File: src/rtl/mult4_seq_ctrl.sv
// Sequential shift-add 4x4 unsigned multiplier: one partial-product add per cycle
// through a single shared 4-bit adder, 8-bit result after four iterations.

module adder4 (
    input  logic [3:0] a,
    input  logic [3:0] b,
    input  logic       c_in,
    output logic [3:0] s,
    output logic       c_out
);
    assign {c_out, s} = {1'b0, a} + {1'b0, b} + {4'b0, c_in};
endmodule

module mult4_seq_ctrl (
    input  logic       clk,
    input  logic       rst,
    input  logic       start,
    input  logic [3:0] a,
    input  logic [3:0] b,
    output logic       busy,
    output logic       done,
    output logic [7:0] product
);
    typedef enum logic [1:0] {IDLE, RUN, DONE} state_t;

    state_t     state;
    logic [3:0] mcand;
    // Bit 8 of the {carry, hi, lo} accumulator is always zero after the
    // right shift, so only bits [7:0] are stored.
    logic [7:0] acc;
    logic [1:0] cnt;

    logic [3:0] add_b;
    logic [3:0] sum;
    logic       c_out;
    logic [7:0] acc_next;

    assign add_b = acc[0] ? mcand : 4'b0;

    adder4 u_add (
        .a    (acc[7:4]),
        .b    (add_b),
        .c_in (1'b0),
        .s    (sum),
        .c_out(c_out)
    );

    // {c_out, sum, acc[3:0]} shifted right by one, low bit falls off
    assign acc_next = {c_out, sum, acc[3:1]};

    always_ff @(posedge clk) begin
        if (rst) begin
            state   <= IDLE;
            mcand   <= 4'h0;
            acc     <= 8'h00;
            cnt     <= 2'd0;
            busy    <= 1'b0;
            done    <= 1'b0;
            product <= 8'h00;
        end else begin
            case (state)
                IDLE, DONE: begin
                    done <= 1'b0;
                    if (start) begin
                        mcand <= a;
                        acc   <= {4'h0, b};
                        cnt   <= 2'd0;
                        busy  <= 1'b1;
                        state <= RUN;
                    end else begin
                        busy  <= 1'b0;
                        state <= IDLE;
                    end
                end
                RUN: begin
                    acc <= acc_next;
                    cnt <= cnt + 2'd1;
                    if (cnt == 2'd3) begin
                        product <= acc_next;
                        busy    <= 1'b0;
                        done    <= 1'b1;
                        state   <= DONE;
                    end
                end
                default: begin
                    busy  <= 1'b0;
                    done  <= 1'b0;
                    state <= IDLE;
                end
            endcase
        end
    end
endmodule

File: config.mk
export PLATFORM = sky130hd
export DESIGN_NAME = mult4_seq_ctrl
export DESIGN_NICKNAME = d
export VERILOG_FILES = /design/src/rtl/mult4_seq_ctrl.sv
export SDC_FILE = /design/constraint.sdc
export NUM_CORES = 1
export LEC_CHECK = 0
export CAP_MARGIN = 20
export CORE_ASPECT_RATIO = 1.2
export CORE_MARGIN = 4
export CORE_UTILIZATION = 45
export CTS_BUF_LIST = sky130_fd_sc_hd__clkbuf_8 sky130_fd_sc_hd__clkbuf_16
export CTS_CLUSTER_DIAMETER = 30
export DETAILED_ROUTE_END_ITERATION = 8
export PLACE_DENSITY = 0.73
export SLEW_MARGIN = 10
export SYNTH_ARGS = -nofsm -noshare
export SYNTH_HDL_FRONTEND = slang
export SYNTH_SLANG_ARGS = --single-unit
File: constraint.sdc
create_clock -name clk -period 1.6 [get_ports clk]
set_input_delay 0.16 -clock clk [delete_from_list [all_inputs] [get_ports clk]]
set_output_delay 0.16 -clock clk [all_outputs]
set_load 0.01 [all_outputs]
== After elaboration in Yosys (flattened, before gate mapping) ==
Index checks and enable logic that the tools add are counted.

* Multipliers: 0
* Div/mod/pow operators: 0
* Add/subtract/negate cells: 2
* Shift operators: 0
* Muxes and demuxes: 11
* Magnitude comparators: 0
* Eq/ne operators: 5
* Bitwise operators: 1
* Reductions and logical operators: 7

{| class="wikitable"
|+ Operators by type and width
! kind !! count
|-
| one-hot mux 8 bit (2 select lines) || 1
|-
| two-way mux 8 bit || 1
|-
| one-hot mux 2 bit (2 select lines) || 2
|-
| AND reduction 2 bit || 3
|-
| adder 4 x 4 -> 5 bit || 1
|-
| == test 2 bit (second input constant) || 2
|-
| two-way mux 2 bit || 2
|-
| two-way mux 4 bit || 1
|-
| inequality test 2 bit (second input constant) || 2
|-
| OR reduction 2 bit || 2
|-
| two-way mux 1 bit || 3
|-
| adder 2 x 1 -> 2 bit (second input constant) || 1
|-
| == test 2 x 1 -> 1 bit (second input constant) || 1
|-
| logical NOT 2 bit || 1
|-
| one-hot mux 1 bit (2 select lines) || 1
|-
| nonzero test 2 bit || 1
|-
| inverter 1 bit || 1
|}

* Output and inout port bits: 10
* Register bits: 26
* Latch bits: 0
* Memories kept: 0
* Memory bits (writable): 0
* Logic and storage cells: 33
* Bits in read-only memories: 0
* Bits of input ports: 11

== Logic depth before layout (Yosys ltp) ==
* Word-level depth: 4
* Depth in mapped cells: 6
* Gate-level depth less buffers: 6

== Modules after synthesis ==
From an unflattened synthesis, not the netlist that was laid out.

* Cells, all modules: 140
* Area total of the unflattened synthesis: 1237.4 µm²

{| class="wikitable"
|+ By module, submodules not included
! module !! times used !! area an instance (µm²) !! seq. area each (µm²) !! cells an instance
|-
| mult4_seq_ctrl || 1 || 1093.5 || 520.5 || 124
|-
| adder4 || 1 || 143.9 || 0.0 || 16
|}

== Worst setup path after synthesis ==
Ideal clock, no wire load.

* Path kind: register to register
* From: register acc[0]
* To: register acc[7]
* Data required time: 1.479 ns
* Stages on the path, launching flop included: 7
* Arrival time: 1.499 ns
* Buffers on the path: 0
* Library setup time: 0.121 ns
* Setup slack: -0.020 ns
* Clock period less this slack: 1.620 ns
* Cells stage by stage: dfxtp_1 -> and2_1 -> ha_1 -> fa_1 -> a21o_1 -> a21oi_1 -> o31ai_1

* Longest elaborated chain between the ends: 3

{| class="wikitable"
|+ Ends and longest elaborated chain
! item !! line !! text
|-
| start: declaration || 30 || <nowiki>logic [7:0] acc;</nowiki>
|-
| start signal: assignment || 66 || <nowiki>acc <= {4'h0, b};</nowiki>
|-
| start signal: assignment || 76 || <nowiki>acc <= acc_next;</nowiki>
|-
| two-way mux 4 bit || 38 || <nowiki>assign add_b = acc[0] ? mcand : 4'b0;</nowiki>
|-
| adder 4 x 4 -> 5 bit || 11 || <nowiki>assign {c_out, s} = {1'b0, a} + {1'b0, b} + {4'b0, c_in};</nowiki>
|-
| one-hot mux 8 bit (2 select lines) || 61 || <nowiki>case (state)</nowiki>
|}

Every way passes these cells.
A chain may end at the register's enable or synchronous reset.

== Worst setup path in the final report ==
* From: register acc[0]
* To: register product[6]

* Longest elaborated chain between the ends: 2

{| class="wikitable"
|+ Ends and longest elaborated chain
! item !! line !! text
|-
| two-way mux 4 bit || 38 ||
|-
| adder 4 x 4 -> 5 bit || 11 ||
|-
| end signal: assignment || 79 || <nowiki>product <= acc_next;</nowiki>
|-
| end: declaration || 22 || <nowiki>output logic [7:0] product</nowiki>
|}

Every way passes these cells.

==> flow_summary.ini <==
[floorplanning]
die_w_um = 54.4
top_level_ports = 21
fp-row-count = 19
dieArea_sq_mm = 0.00347
die_h_um = 63.7
start_util_pct = 49.0
core_sq_mm = 0.00238

[layout]
drive_gt1_share_pct = 14.9
antenna_cells = 0
design_area_sq_mm = 0.00151
areaGrowthSynthToFinish_pct = 29.8
final-instance-count-excl-fill = 179
final_cell_mix = 25 x dfxtp_1, 20 x clkdlybuf4s50_1, 12 x nand2_1
mostFrequentLayoutCell = dfxtp_1
layout.nets = 166
final_core_util_pct = 63.6

[power]
switchingPower_mw = 0.284
ir_drop_mv = 0.511
p_int_mw = 0.967
powerDensity_mw_per_mm2 = 828
swShare_pct = 22.7
seqPwrFrac_pct = 55.0
fin_total_pwr_mw = 1.25
p_clk_share_pct = 33.4
leakage_nw = 0.610
power_frac_comb_pct = 11.6

[placement]
place_area_sq_mm = 0.00142
port-buffer-count = 20
dpl.hpwl_mm = 1.74
dp_cells = 174
gp_congestion = 0.738

[worst_setup_path]
crit_required_ns = 1.76
reg2reg_slack_ns = -0.001
critPathArrivalTime_ns = 1.76
reg2reg_depth = 6
crit_fanout = 5
path_class = flip-flop to flip-flop
critPathLaunchType = flip-flop
r2r-end = product[6]$_SDFFE_PP0P_
regToRegStartpoint = acc[0]$_SDFFE_PP0P_
end_kind = flip-flop

[detailed_routing]
detail_route.vias_per_cell = 5.54
avgRoutedWirePerCell_um = 13.5
wirelength_mm = 2.41
drt_iter0_drc = 15
dr_total_vias = 991
post-route-drc-count = 0
ant_nets = 0
drt_first_pass_iters = 4

[grt]
antenna_found_initial = 0
grt_max_degree = 19
grt_pass1_vias = 956
grt_usage_pct = 15.6
grt_overflow = 0
grt_pass1_wl_mm = 4.05

[logic_synthesis]
synth_cell_types = 31
synthesis.area_sq_mm = 0.00116
syn_nets = 140
syn_area_per_cell_sq_um = 9.47
syn_inst = 123
yosysSeqAreaShare_pct = 44.7
synth.yosys.warnings = 0
ys_seq_elements = 26

[sta]
finalClockSkew_ns = 0.00164
fin_crit_sh_pct = 100
fin_tns_setup_ns = -0.00111
fmax_mhz = 625
hold_viol = 0
setup_viol = 1
grt_setup_unrepaired = true
tightest_slew_ns = 0.682
slew_viol_final = 0
relSlewSlack_pct = 54.5
setup_slack_ns = -0.00111
fin_crit_ns = 1.60

[hold_path]
hold_end = product[4]$_SDFFE_PP0P_
hp-start = product[4]$_SDFFE_PP0P_
min_path_cells = 2
hp-class = flip-flop to flip-flop

[clock_network]
worstSkewPairLatency_ns = 0.26
clkTransAtPathRegs_ns = 0.09
cts_buffer_depth = 2
numCtsBuffers = 3
cts.sinks = 26
cts_tree = yes
postCtsHoldBufs = 0
cts.htree.levels = 1
cts-root-buf = clkbuf_8

[status]
status = finished, violations left
violations = negative setup slack

[flow_run]
cap_violations = 0
==> worst max-delay path, stage by stage (launching register included) <==
cell,delay [ns]
dfxtp_2,0.34
and2_1,0.15
ha_1,0.34
a21oi_2,0.09
buf_4,0.14
and4_4,0.16
a311o_1,0.26
==> repair_timing <==
action                     in CTS  in global routing
pin swaps                       2                  6
setup buffers                   0                  1
gates resized for setup         3                  4
setup endpoints to repair       4                  5
==> per-stage QoR <==
stage	hold slack (ns)	setup slack [ns]
after floorplan	0.304	0.0299
after global placement	0.441	-0.0187
after detailed placement	0.446	-0.117
after CTS	0.459	0.000372
after global routing	0.484	-0.0784
final	0.457	-0.00111
==> state kept, by name, summed over array words and instances, names as in the netlist <==
name / flops
acc: 8
busy: 1
cnt: 2
done: 1
mcand: 4
product: 8
state: 2
==> cells by family after synthesis <==
group | share of synthesized area [%]
AND/OR/NAND/NOR | 20.9
flip-flops | 44.7
AO/OA/AOI/OAI | 14.3
buffers and inverters | 5.37
multiplexers | 6.87
adder cells (fa/ha/maj) | 7.09
XOR/XNOR | 0.752
==> final cells by class <==
cell class | count | area, sq um
clock buffers | 4 | 55.1
fillers | 210 | 866
inverters | 1 | 3.75
multi-input cells | 88 | 612
flip-flops and latches | 26 | 522
well taps | 31 | 38.8
repair buffers | 29 | 280
==> worst max-delay path by stage <==
stage	cells past startpoint	to	slack, ns	from
3_5_place_dp	6	acc[7]$_SDFFE_PP0P_	-0.12	acc[0]$_SDFFE_PP0P_
6_report	6	product[6]$_SDFFE_PP0P_	-0.001	acc[0]$_SDFFE_PP0P_
5_1_grt	6	product[6]$_SDFFE_PP0P_	-0.08	acc[0]$_SDFFE_PP0P_
4_1_cts	6	acc[7]$_SDFFE_PP0P_	0.0004	acc[0]$_SDFFE_PP0P_
2_1_floorplan	5	product[6]$_SDFFE_PP0P_	0.03	acc[0]$_SDFFE_PP0P_
3_3_place_gp	6	acc[7]$_SDFFE_PP0P_	-0.02	acc[0]$_SDFFE_PP0P_
==> cells in the mapped netlist (all sizes together) <==
| cell | n | area (sq um) |
|---|---|---|
| nand4 | 3 | 18.8 |
| o21a | 1 | 7.51 |
| nand3b | 2 | 15.0 |
| nand2b | 4 | 25.0 |
| a311o | 1 | 10.0 |
| buf | 8 | 58.8 |
| nor2b | 2 | 12.5 |
| mux2i | 8 | 80.1 |
| and4 | 1 | 11.3 |
| and3b | 1 | 8.76 |
| dfxtp | 26 | 521 |
| o31ai | 1 | 7.51 |
| inv | 1 | 3.75 |
| a21oi | 13 | 65.1 |
| a2111o | 1 | 11.3 |
| and2 | 4 | 25.0 |
| and3 | 1 | 6.26 |
| ha | 5 | 62.6 |
| nor3 | 1 | 5.00 |
| a211oi | 5 | 37.5 |
| a2111oi | 1 | 15.0 |
| fa | 1 | 20.0 |
| o21ai | 1 | 5.00 |
| nor2 | 11 | 41.3 |
| nand3 | 6 | 30.0 |
| xnor2 | 1 | 8.76 |
| nand2 | 12 | 45.0 |
| a21o | 1 | 7.51 |
==> metal layers <==
layer,share of wire [%],global-route usage [%],vias up
met5,0,0,-
met4,3.7,10.3,0
met3,5.4,2.33,11
met2,49,25.4,40
met1,42,18.2,454
li1,-,-,486
==> power groups by stage <==
| stage | Sequential (mW) | Clock (mW) | Combinational [mW] |
|---|---|---|---|
| floorplan | 0.700 | 0 | 0.0933 |
| global placement | 0.702 | 0 | 0.139 |
| detailed placement | 0.703 | 0 | 0.142 |
| CTS | 0.688 | 0.427 | 0.143 |
| global route | 0.693 | 0.457 | 0.160 |
| finish | 0.689 | 0.418 | 0.145 |
Power figures use the tool's default switching activity.
